### src/rtl/tree_sequencer.sv
// Inference control sequencer: gathers NUM_FEATURES words from the input buffer,
// kicks the tree evaluator, waits (with optional timeout) and publishes the class.
module tree_sequencer #(
  parameter int DATA_WIDTH   = 8,
  parameter int NUM_FEATURES = 4,
  parameter int FIDX_WIDTH   = 2,
  parameter int CLASS_WIDTH  = 2,
  parameter int TIMEOUT      = 255
) (
  input  logic                               clk,
  input  logic                               reset,
  input  logic                               enable,
  input  logic [DATA_WIDTH-1:0]              buf_data,
  input  logic                               buf_ready,
  output logic                               buf_processed,
  output logic [NUM_FEATURES*DATA_WIDTH-1:0] feat_vector,
  output logic                               eval_start,
  input  logic                               eval_done,
  input  logic [CLASS_WIDTH-1:0]             eval_class,
  output logic [CLASS_WIDTH-1:0]             result_class,
  output logic                               result_valid,
  output logic [7:0]                         done_count,
  output logic                               busy,
  output logic                               error,
  output logic [2:0]                         dbg_state
);

  // Handshakes: buf_processed is a level request held in REQ; a buf_ready strobe
  // seen in REQ is accepted and buf_data is sampled on the following edge.
  // eval_start is a single-cycle pulse; eval_done/eval_class count only in WAIT.

  localparam int TW = (TIMEOUT > 1) ? $clog2(TIMEOUT) : 1;
  localparam logic [TW-1:0] T_LAST = (TIMEOUT > 0) ? TW'(TIMEOUT - 1) : '0;
  localparam logic [FIDX_WIDTH-1:0] LAST_IDX = FIDX_WIDTH'(NUM_FEATURES - 1);
  localparam bit TIMEOUT_EN = (TIMEOUT != 0);

  typedef enum logic [2:0] {
    S_IDLE  = 3'd0,
    S_REQ   = 3'd1,
    S_CAPT  = 3'd2,
    S_START = 3'd3,
    S_WAIT  = 3'd4
  } state_t;

  state_t                  state;
  state_t                  next_state;
  logic [FIDX_WIDTH-1:0]   idx;
  logic [TW-1:0]           timer;
  logic                    last_word;
  logic                    timeout_hit;
  logic                    finish_ok;
  logic                    finish_to;

  logic                    bp_d;
  logic                    start_d;
  logic                    busy_d;
  logic                    rvalid_d;
  logic [CLASS_WIDTH-1:0]  rclass_d;
  logic [7:0]              count_d;
  logic                    error_d;

  assign last_word   = (idx == LAST_IDX);
  assign timeout_hit = TIMEOUT_EN && (timer == T_LAST);
  // eval_done takes priority over an expiry landing on the same edge
  assign finish_ok   = (state == S_WAIT) && eval_done;
  assign finish_to   = (state == S_WAIT) && !eval_done && timeout_hit;
  assign dbg_state   = state;

  always_ff @(posedge clk or posedge reset) begin
    if (reset) begin
      state <= S_IDLE;
    end else begin
      state <= next_state;
    end
  end

  always_comb begin
    next_state = state;
    case (state)
      S_IDLE:  if (enable)    next_state = S_REQ;
      S_REQ:   if (buf_ready) next_state = S_CAPT;
      S_CAPT:  next_state = last_word ? S_START : S_REQ;
      S_START: next_state = S_WAIT;
      S_WAIT:  if (finish_ok || finish_to) next_state = S_IDLE;
      default: next_state = S_IDLE;
    endcase
  end

  // Outputs are registered, so their D-inputs are derived from next_state.
  always_comb begin
    bp_d     = (next_state == S_REQ);
    start_d  = (next_state == S_START);
    busy_d   = (next_state != S_IDLE);
    rvalid_d = finish_ok;
    rclass_d = finish_ok ? eval_class : result_class;
    count_d  = finish_ok ? done_count + 8'd1 : done_count;
    error_d  = error | finish_to;
  end

  always_ff @(posedge clk or posedge reset) begin
    if (reset) begin
      buf_processed <= 1'b0;
      eval_start    <= 1'b0;
      busy          <= 1'b0;
      result_valid  <= 1'b0;
      result_class  <= '0;
      done_count    <= 8'd0;
      error         <= 1'b0;
    end else begin
      buf_processed <= bp_d;
      eval_start    <= start_d;
      busy          <= busy_d;
      result_valid  <= rvalid_d;
      result_class  <= rclass_d;
      done_count    <= count_d;
      error         <= error_d;
    end
  end

  always_ff @(posedge clk or posedge reset) begin
    if (reset) begin
      idx         <= '0;
      timer       <= '0;
      feat_vector <= '0;
    end else begin
      if (state == S_CAPT) begin
        idx <= last_word ? '0 : idx + 1'b1;
        for (int k = 0; k < NUM_FEATURES; k++) begin
          if (idx == FIDX_WIDTH'(k)) begin
            feat_vector[k*DATA_WIDTH +: DATA_WIDTH] <= buf_data;
          end
        end
      end
      if (state == S_START) begin
        timer <= '0;
      end else if (state == S_WAIT && !eval_done && !timeout_hit) begin
        timer <= timer + 1'b1;
      end
    end
  end

endmodule

### config.mk
export PLATFORM = sky130hd
export DESIGN_NAME = tree_sequencer
export DESIGN_NICKNAME = d
export VERILOG_FILES = /design/src/rtl/tree_sequencer.sv
export SDC_FILE = /design/constraint.sdc
export NUM_CORES = 1
export LEC_CHECK = 0
export ABC_AREA = 1
export CAP_MARGIN = 0
export CORE_MARGIN = 2
export CORE_UTILIZATION = 40
export CTS_BUF_LIST = sky130_fd_sc_hd__clkbuf_2 sky130_fd_sc_hd__clkbuf_4 sky130_fd_sc_hd__clkbuf_8
export DETAILED_ROUTE_END_ITERATION = 10
export HOLD_SLACK_MARGIN = 0.06
export PLACE_DENSITY = 0.66
export SYNTH_ARGS = -nofsm -noshare
export SYNTH_HDL_FRONTEND = slang
export SYNTH_SLANG_ARGS = --single-unit
### constraint.sdc
create_clock -name clk -period 4.25 [get_ports clk]
set_input_delay 0.6375 -clock clk [delete_from_list [all_inputs] [get_ports clk]]
set_output_delay 0.6375 -clock clk [all_outputs]
set_load 0.02 [all_outputs]
Yosys cells after proc, flatten, opt, wreduce, memory -nomap -nowiden
Index checks and enable logic that the tools add are counted.
Widths: inputs -> output; s select.
- output and inout port bits: 50
- bits in registers: 60
- input bits: 15
- logic and storage cells: 51
- multiplexer cells: 8
- $add $sub $neg: 3
- equal/unequal tests: 10
- bitwise operators: 1
- reduce and logical (&&, ||, !) cells: 15
- operators by type and width (operator ; number):
    $add 8x1->8 const B ; 2
    $mux 8 ; 2
    $pmux 3 s5 ; 1
    $eq 3x2->1 const B ; 3
    $mux 3 ; 3
    $eq 8x8->1 const B ; 1
    $reduce_and 2->1 ; 4
    $eq 3x1->1 const B ; 2
    $eq 2x2->1 const B ; 2
    $logic_and 1x1->1 ; 4
    $mux 2 ; 2
    $eq 3x3->1 const B ; 1
    $logic_not 3->1 ; 1
    $reduce_bool 3->1 ; 1
    $add 2x1->2 const B ; 1
    $eq 2x1->1 const B ; 1
    $logic_not 1->1 ; 2
    $logic_not 2->1 ; 1
    $reduce_bool 2->1 ; 1
    $logic_or 1x1->1 ; 1
    $or 1x1->1 ; 1

Longest topological paths before layout
Gate-level depths: netlist of run 1.
- word-level depth: 7
- mapped depth: 10
- depth with buffers taken out: 10

Least setup slack after synthesis of run 1
OpenSTA, ideal clock, no wires.
- kind: register -> register
- from: register state[2], in the netlist dbg_state[2]
- to: register feat_vector[0]
- clock period less this slack: 1.419 ns
- library setup time: 0.126 ns
- required time: 4.124 ns
- stages on the path, launching flop included: 6
- path buffers: 1
- path slack: 2.831 ns
- data arrival time: 1.293 ns
- cells stage by stage: dfrtp_1 -> nor3_4 -> nand2_1 -> buf_6 -> nand2_1 -> o21ai_0
- longest elaborated chain between the ends: 2
- RTL lines (item ; RTL line ; RTL):
    start, declared ; 45 ; state_t state;
    start signal, assigned ; 73 ; state <= next_state;
    $eq 3x2->1 ; 126 ; if (state == S_CAPT) begin
    $reduce_and 2->1 (no line) ; n/a ;
    end signal, assigned by index ; 130 ; feat_vector[k*DATA_WIDTH +: DATA_WIDTH] <= buf_data;
    end, declared ; 16 ; output logic [NUM_FEATURES*DATA_WIDTH-1:0] feat_vector,
No other way between the ends.
A chain may end at the register's enable or synchronous reset.

Worst setup path in the final report of run 1
- from: register state[2], in the netlist dbg_state[2]
- to: output dbg_state[2]
- RTL lines (item ; RTL line ; RTL):
    end, declared ; 25 ; output logic [2:0] dbg_state
No word-level cell between the ends.

==> results.json, run 1 <==
{
  "cts_sinks": 60,
  "finClkSkew_ns": 0.01012,
  "synth_async_sr_flop_share_pct": 100.0,
  "tns_ns": 0,
  "fin_crit_sh_pct": 49.98,
  "syn_avg_cell_area_um2": 8.930,
  "insertion_delay_ns": 0.34,
  "grt_pass1_wl_mm": 9.735,
  "num_io_pins": 65,
  "initial_core_util_pct": 41.16,
  "crit_required_ns": 3.61,
  "synth-seq-cells": 60,
  "coreArea_um2": 6314,
  "endpoint_kind": "primary output",
  "path_max_fanout": 7,
  "cp_slowest_stage_delay_ns": 0.66,
  "syn-num-nets": 313,
  "grt_overflow": 0,
  "crit_chain": "clkdlybuf4s50_1",
  "ys.flop_type": "dfrtp_1",
  "crit_family": "buffers and inverters",
  "powerDensity_nw_per_um2": 726.4,
  "cp.arrival_ns": 1.49,
  "yosysMostFrequentCell": "nand2_1",
  "rsz0062_at_grt": "no",
  "area_growth_pct": 33.65,
  "drtAntennaViolNets": 0,
  "fmax_mhz": 470.7,
  "gp_congestion": 0.7540,
  "criticalPathCategory": "register to primary output",
  "ys_warn_count": 0,
  "synthTopCellsByArea": "dfrtp_1 (58%), nand2_1 (15%), o21ai_0 (7.7%), inv_1 (4.9%), ha_1 (3.4%)",
  "critPathBufInv": 1,
  "grt_pass1_vias": 2012,
  "peakVddDrop_mv": 0.4226,
  "rows": 29,
  "syn_area_um2": 2599,
  "drt-vias-per-instance": 4.655,
  "cts_tree": "yes",
  "ctsHoldBuffers": 0,
  "syn-instance-count": 291,
  "power_leakage_nw": 1.727,
  "cpMaxStageDelayCell": "clkdlybuf4s50_1",
  "synth_top_area_share_pct": 57.78,
  "drt-pass1-iter-count": 4,
  "hold_path.class": "register to register",
  "fin_hold_ws_ns": 0.4753,
  "yosysSeqAreaShare_pct": 57.78,
  "synthTopCellsByCount": "nand2_1 (101), dfrtp_1 (60), o21ai_0 (40)",
  "die_height_um": 84.61,
  "nets": 384,
  "clk_path_buf_depth": 2,
  "antenna_found_initial": 0,
  "slew-limit-headroom_pct": 37.39,
  "dp.final_hpwl_mm": 3.942,
  "io_buffers": 64,
  "post_drt_wl_per_cell_um": 12.67,
  "cp-start-kind": "register",
  "grt_max_degree": 46,
  "cts_setup_buffers": 0,
  "grt_usage_pct": 17.34,
  "num_vias": 2062,
  "drt_iter0_drc": 94,
  "worst_slew_pin_slew_ns": 0.9378,
  "htree_levels": 3,
  "cts_root_buf": "clkbuf_8",
  "final_area_um2": 3473,
  "drive_above_1_share_pct": 5.738,
  "die_w_um": 84.61,
  "drcViolationCount": 0,
  "finalHoldViolCount": 0,
  "fin_crit_ns": 2.124,
  "yosysTopAreaCell": "dfrtp_1",
  "synth_edf_count": 0,
  "placed_area_um2": 3297,
  "maxCapViolations": 0,
  "num_antenna_cells": 0,
  "ctsResizeCount": 0,
  "clkTransAtPathRegs_ns": 0.06,
  "setup_viol": 0,
  "numCtsBuffers": 9,
  "final_max_slew_viol_count": 0,
  "synth.distinct_cells": 19,
  "p_total_w": 0.002523,
  "status": "complete, no violations",
  "wl_mm": 5.612,
  "die_area_um2": 7158
}
[report_power, final]
group	internal, W	switching, W
registers	0.000802	0.000169
clock network	0.000238	0.000218
logic	0.000501	0.000595
[cell usage in the layout (no fill, tap or decap), types with 6 or more instances in the layout]
cell type / instances
clkbuf_8: 11
clkdlybuf4s50_1: 64
dfrtp_1: 60
ha_1: 7
inv_1: 33
nand2_1: 101
nand3_1: 10
nand4_1: 6
nor2_1: 13
o21ai_0: 40
[kinds of logic (layout without fill, tap and decap cells)]
logic type | Yosys count | after routing | share of synthesized area [%]
AND/OR/NAND/NOR | 135 | 135 | 21.47
flip-flops | 60 | 60 | 57.78
XOR/XNOR | 6 | 6 | 2.022
AO/OA/AOI/OAI | 44 | 44 | 8.666
adder cells (fa/ha/maj) | 7 | 7 | 3.370
buffers and inverters | 39 | 114 | 6.692
[layer usage]
metal	up-vias	global-route usage (%)	routed length, um
li1	1056	-	-
met1	945	22.24	2604
met2	55	25.98	2485
met3	6	8.948	462
met4	0	4.762	60
met5	-	0	0
[stage by stage]
stage | instances | util, % | setup WS (ns)
floorplan | 291 | - | 2.128
finish | 443 | 55.01 | 2.126
detailed placement | 428 | 52.22 | 1.932
global route | 443 | 55.01 | 2.055
global placement | 428 | 52.22 | 1.971
CTS | 443 | 55.01 | 2.104
[final cells by class]
cell class                      instances  area [um^2]
Tap cell                               77        96.34
Clock inverter                          4        25.02
Clock buffer                           11        151.4
Sequential cell                        60         1501
Multi-Input combinational cell        192        923.4
Fill cell                             596         2840
Timing Repair Buffer                   65        648.1
Inverter                               34        127.6
[registers in the layout, summed over array words and instances (netlist names)]
register	flops
buf_processed	1
busy	1
dbg_state	3
done_count	8
error	1
eval_start	1
feat_vector	32
idx	2
result_class	2
result_valid	1
timer	8
[worst paths after layout]
kind	startpoint	to	slack, ns	cells past startpoint
max in group asynchronous	reset	busy$_DFF_PP0_	2.64	3
worst max-delay path	dbg_state[2]$_DFF_PP0_	dbg_state[2]	2.13	1
worst max register to register	dbg_state[0]$_DFF_PP0_	result_class[1]$_DFFE_PP0P_	2.47	6
worst min-delay path	error$_DFF_PP0_	error$_DFF_PP0_	0.48	1
min in group asynchronous	reset	result_class[0]$_DFFE_PP0P_	0.83	2
worst min register to register	error$_DFF_PP0_	error$_DFF_PP0_	0.48	1
Note: power is estimated with default switching activity, not from simulation.
==> run 2, diff against run 1 <==
Clock period 4.25 ns to 2.05 ns, I/O delays scaled along.
==> run 2 against run 1 <==
  * Total power grew 120%
  * Hold slack lost 0.13 ns
  * Sequential power grew 110%
  * Die area is the same
  * Largest power group unchanged
  * Highest routed layer unchanged
==> results.json, run 2 (synthesized netlist as in run 1, its figures left out) <==
{
  "cp.arrival_ns": 1.48,
  "tns_ns": 0,
  "cts_sinks": 60,
  "initial_core_util_pct": 41.16,
  "powerDensity_nw_per_um2": 1573,
  "worst_slack_ns": 0.2668,
  "fin_crit_sh_pct": 86.99,
  "grt_pass1_vias": 2106,
  "drt-pass1-iter-count": 4,
  "rows": 29,
  "final_common_cell": "nand2_1",
  "htree_levels": 3,
  "coreArea_um2": 6314,
  "cts_tree": "yes",
  "wl_mm": 5.666,
  "nets": 385,
  "top_usage_layer": "met2",
  "finClkSkew_ns": 0.007344,
  "final_max_slew_viol_count": 0,
  "post_drt_wl_per_cell_um": 12.73,
  "area_growth_pct": 37.41,
  "ctsHoldBuffers": 0,
  "die_w_um": 84.61,
  "crit_family": "buffers and inverters",
  "fin_crit_ns": 1.783,
  "place_ws_ns": 0.3748,
  "grt_usage_pct": 17.21,
  "rsz0062_at_grt": "no",
  "drt_iter0_drc": 90,
  "p_total_w": 0.005618,
  "antenna_found_initial": 0,
  "cpMaxStageDelayCell": "clkdlybuf4s50_1",
  "cts_root_buf": "clkbuf_8",
  "grt_pass1_wl_mm": 9.749,
  "top_register": "feat_vector",
  "drtAntennaViolNets": 0,
  "ctsResizeCount": 0,
  "grt_max_degree": 61,
  "endpoint_kind": "primary output",
  "dp.final_hpwl_mm": 3.901,
  "drcViolationCount": 0,
  "cp_slowest_stage_delay_ns": 0.66,
  "power_leakage_nw": 1.780,
  "reg_top3": "feat_vector (32), done_count (8), timer (8)",
  "critPathBufInv": 1,
  "cp-start-kind": "register",
  "cts_setup_buffers": 0,
  "use_met1_pct": 22.97,
  "worst_slew_pin_slew_ns": 0.5617,
  "r2r_start": "dbg_state[2]$_DFF_PP0_",
  "num_vias": 2117,
  "status": "complete, no violations",
  "fmax_mhz": 560.8,
  "grt_overflow": 0,
  "drt-vias-per-instance": 4.757,
  "utilization_pct": 56.56,
  "numCtsBuffers": 9,
  "cp_num_cells": 1,
  "maxCapViolations": 0,
  "layout_common_cells": "nand2_1 (101), clkdlybuf4s50_1 (64), dfrtp_1 (60)",
  "crit_required_ns": 1.74,
  "criticalPathCategory": "register to primary output",
  "num_antenna_cells": 0,
  "clk_path_buf_depth": 2,
  "num_io_pins": 65,
  "met3_usage_pct": 6.096,
  "setup_viol": 0,
  "crit_chain": "clkdlybuf4s50_1",
  "r2r_setup_slack_ns": 0.47,
  "die_area_um2": 7158,
  "clkTransAtPathRegs_ns": 0.06,
  "peakVddDrop_mv": 0.8198,
  "finalHoldViolCount": 0,
  "io_buffers": 64,
  "path_max_fanout": 7,
  "reg2reg_depth": 4,
  "largest_register_ffs": 32,
  "gp_congestion": 0.7619,
  "rr_endpoint": "feat_vector[15]$_DFFE_PP0P_",
  "slew-limit-headroom_pct": 62.55,
  "insertion_delay_ns": 0.33,
  "hold_path.class": "primary input to asynchronous set/reset pin",
  "die_height_um": 84.61,
  "drive_above_1_share_pct": 6.250,
  "gr-usage-met2_pct": 25.77
}
## run 2: area by class of cell
class	count	area (um^2)
Clock inverter	4	95.09
Inverter	34	127.6
Fill cell	583	2743
Tap cell	77	96.34
Multi-Input combinational cell	192	923.4
Sequential cell	60	1501
Timing Repair Buffer	66	668.1
Clock buffer	12	158.9
## run 2: worst max-delay path by stage
| stage | startpoint | slack (ns) | endpoint |
|---|---|---|---|
| after floorplan | reset | 0.26 | buf_processed$_DFF_PP0_ |
| after global placement | eval_done | 0.39 | timer[5]$_DFFE_PP0P_ |
| after detailed placement | eval_done | 0.37 | timer[7]$_DFFE_PP0P_ |
| after CTS | dbg_state[2]$_DFF_PP0_ | 0.25 | dbg_state[2] |
| after global routing | dbg_state[2]$_DFF_PP0_ | 0.19 | dbg_state[2] |
| final | dbg_state[2]$_DFF_PP0_ | 0.27 | dbg_state[2] |
## run 2: stage by stage
stage,hold WS (ns),std cells,instance area (um^2)
after floorplan,0.4242,291,2599
after global placement,0.4585,429,3317
after detailed placement,0.4613,429,3317
after CTS,0.3539,445,3571
after global routing,0.3809,445,3571
final,0.3408,445,3571
## run 2: per-layer routing
layer	wire [um]	part of all wire, %	vias up
li1	-	-	1058
met4	67	1.2	0
met2	2529	45	63
met1	2624	46	989
met5	0	0	-
met3	445	7.9	7
## run 2: where the power goes
group	switching, W	total, W	internal [W]
registers	0.000358	0.00202	0.00166
clock network	0.000445	0.00133	0.000886
logic	0.00123	0.00227	0.00104
==> run 3, diff against run 2 <==
Settings changed: GPL_TIMING_DRIVEN set to 0, TNS_END_PERCENT set to 5.
==> run 3 against run 2 <==
  * Sequential power hardly changed
  * Fmax hardly changed
  * First-iteration DRC count is 24% higher
  * Core utilization is 0.079 points higher
  * Clock-buffer cell count is 1 lower
  * Die area stayed put
  * Sequential share of layout area is 0.059 points lower
  * Non-clock buffer count is 4 higher
  * Critical path type unchanged
  * Critical endpoint unchanged
  * Largest power group unchanged
==> results.json, run 3 (synthesized netlist as in run 1, its figures left out) <==
{
  "grt_pass1_vias": 2235,
  "gp_congestion": 0.7559,
  "top_register": "feat_vector",
  "use_met1_pct": 21.66,
  "fin_hold_ws_ns": 0.2909,
  "status": "complete, no violations",
  "antenna_found_initial": 0,
  "ctsResizeCount": 0,
  "post_drt_wl_per_cell_um": 13.23,
  "grt_pass1_wl_mm": 10.18,
  "cts_setup_buffers": 0,
  "grt_usage_pct": 18.20,
  "fin_crit_sh_pct": 86.91,
  "wl_mm": 5.939,
  "rsz0062_at_grt": "no",
  "drtAntennaViolNets": 0,
  "htree_levels": 3,
  "path_max_fanout": 7,
  "dp_cells": 433,
  "reg_top3": "feat_vector (32), done_count (8), timer (8)",
  "initial_core_util_pct": 41.16,
  "cts_root_buf": "clkbuf_8",
  "fin_crit_ns": 1.782,
  "final_area_um2": 3576,
  "peakVddDrop_mv": 1.008,
  "drcViolationCount": 0,
  "num-fill-cells": 584,
  "numCtsBuffers": 9,
  "insertion_delay_ns": 0.33,
  "setup_viol": 0,
  "coreArea_um2": 6314,
  "drt-pass1-iter-count": 4,
  "power_leakage_nw": 1.787,
  "powerDensity_nw_per_um2": 1542,
  "nets": 389,
  "die_area_um2": 7158,
  "num_io_pins": 65,
  "finClkSkew_ns": 0.007174,
  "criticalPathCategory": "register to primary output",
  "num_antenna_cells": 0,
  "hold_path.class": "primary input to asynchronous set/reset pin",
  "clk_path_buf_depth": 2,
  "layout_common_cells": "nand2_1 (101), clkdlybuf4s50_1 (64), dfrtp_1 (60)",
  "endpoint_kind": "primary output",
  "utilization_pct": 56.64,
  "drt_iter0_drc": 112,
  "cpMaxStageDelayCell": "clkdlybuf4s50_1",
  "crit_family": "buffers and inverters",
  "clkTransAtPathRegs_ns": 0.07,
  "ctsHoldBuffers": 0,
  "grt_max_degree": 43,
  "drt-vias-per-instance": 4.831,
  "finalHoldViolCount": 0,
  "maxCapViolations": 0,
  "crit_required_ns": 1.74,
  "top_usage_layer": "met2",
  "cp.arrival_ns": 1.47,
  "grt_overflow": 0,
  "slew-limit-headroom_pct": 61.27,
  "largest_register_ffs": 32,
  "die_w_um": 84.61,
  "cts_tree": "yes",
  "cp-start-kind": "register",
  "die_height_um": 84.61,
  "critPathBufInv": 1,
  "drive_above_1_share_pct": 7.258,
  "dp.final_hpwl_mm": 4.211,
  "met3_usage_pct": 6.883,
  "fmax_mhz": 561.3,
  "worst_slew_pin_slew_ns": 0.5809,
  "cts_sinks": 60,
  "final_common_cell": "nand2_1",
  "gr-usage-met2_pct": 29.78,
  "final_max_slew_viol_count": 0,
  "finalNonFillerCells": 449,
  "placed_area_um2": 3356,
  "crit_chain": "clkdlybuf4s50_1",
  "rows": 29,
  "multi_input_area_um2": 923.4,
  "num_vias": 2169,
  "cp_slowest_stage_delay_ns": 0.66,
  "seq_area_um2": 1501,
  "area_growth_pct": 37.60,
  "io_buffers": 64
}
[run 3: cell types whose count changed in the layout (fill, tap and decap cells not counted)]
cell | previous run | this run
clkinv_2 | 1 | 3
clkbuf_8 | 11 | 10
buf_6 | 0 | 3
buf_2 | 0 | 1
bufinv_16 | 3 | 2
[run 3: power breakdown]
part	switching, W	internal [W]
registers	0.000356	0.00166
clock network	0.000462	0.000725
logic	0.00125	0.00106
[run 3: path summary, 6_finish.rpt]
kind / from / cells past startpoint / endpoint / slack (ns)
max in group asynchronous: reset / 3 / feat_vector[19]$_DFFE_PP0P_ / 1.20
setup reg to reg: dbg_state[0]$_DFF_PP0_ / 5 / done_count[6]$_DFFE_PP0P_ / 0.45
min in group clk: result_class[1]$_DFFE_PP0P_ / 2 / result_class[1]$_DFFE_PP0P_ / 0.47
hold reg to reg: result_class[1]$_DFFE_PP0P_ / 2 / result_class[1]$_DFFE_PP0P_ / 0.47
hold / removal: reset / 2 / result_class[0]$_DFFE_PP0P_ / 0.29
setup / recovery: dbg_state[2]$_DFF_PP0_ / 1 / dbg_state[2] / 0.27
[run 3: metal layers]
metal / vias to the layer above / wire [um]
li1: 1067 / -
met2: 55 / 2811
met5: - / 0
met4: 0 / 75
met1: 1038 / 2694
met3: 9 / 357
[run 3: cell type report]
type,count,share of cell area (%)
clock buffer,11,4.059
clock inverter,5,2.099
buffer,5,1.295
inverter,34,3.569
tap,77,2.694
sequential,60,41.99
timing repair buffer,65,18.47
multi-input combinational,192,25.82
[run 3: metrics by stage]
step / setup slack, ns / setup TNS, ns / total power (W)
2_1_floorplan: 0.2578 / 0 / 0.003187
3_3_place_gp: -0.8622 / -51.46 / 0.004292
3_5_place_dp: 0.3336 / 0 / 0.004355
4_1_cts: 0.2436 / 0 / 0.005572
5_1_grt: 0.1638 / 0 / 0.005889
6_report: 0.2683 / 0 / 0.005514
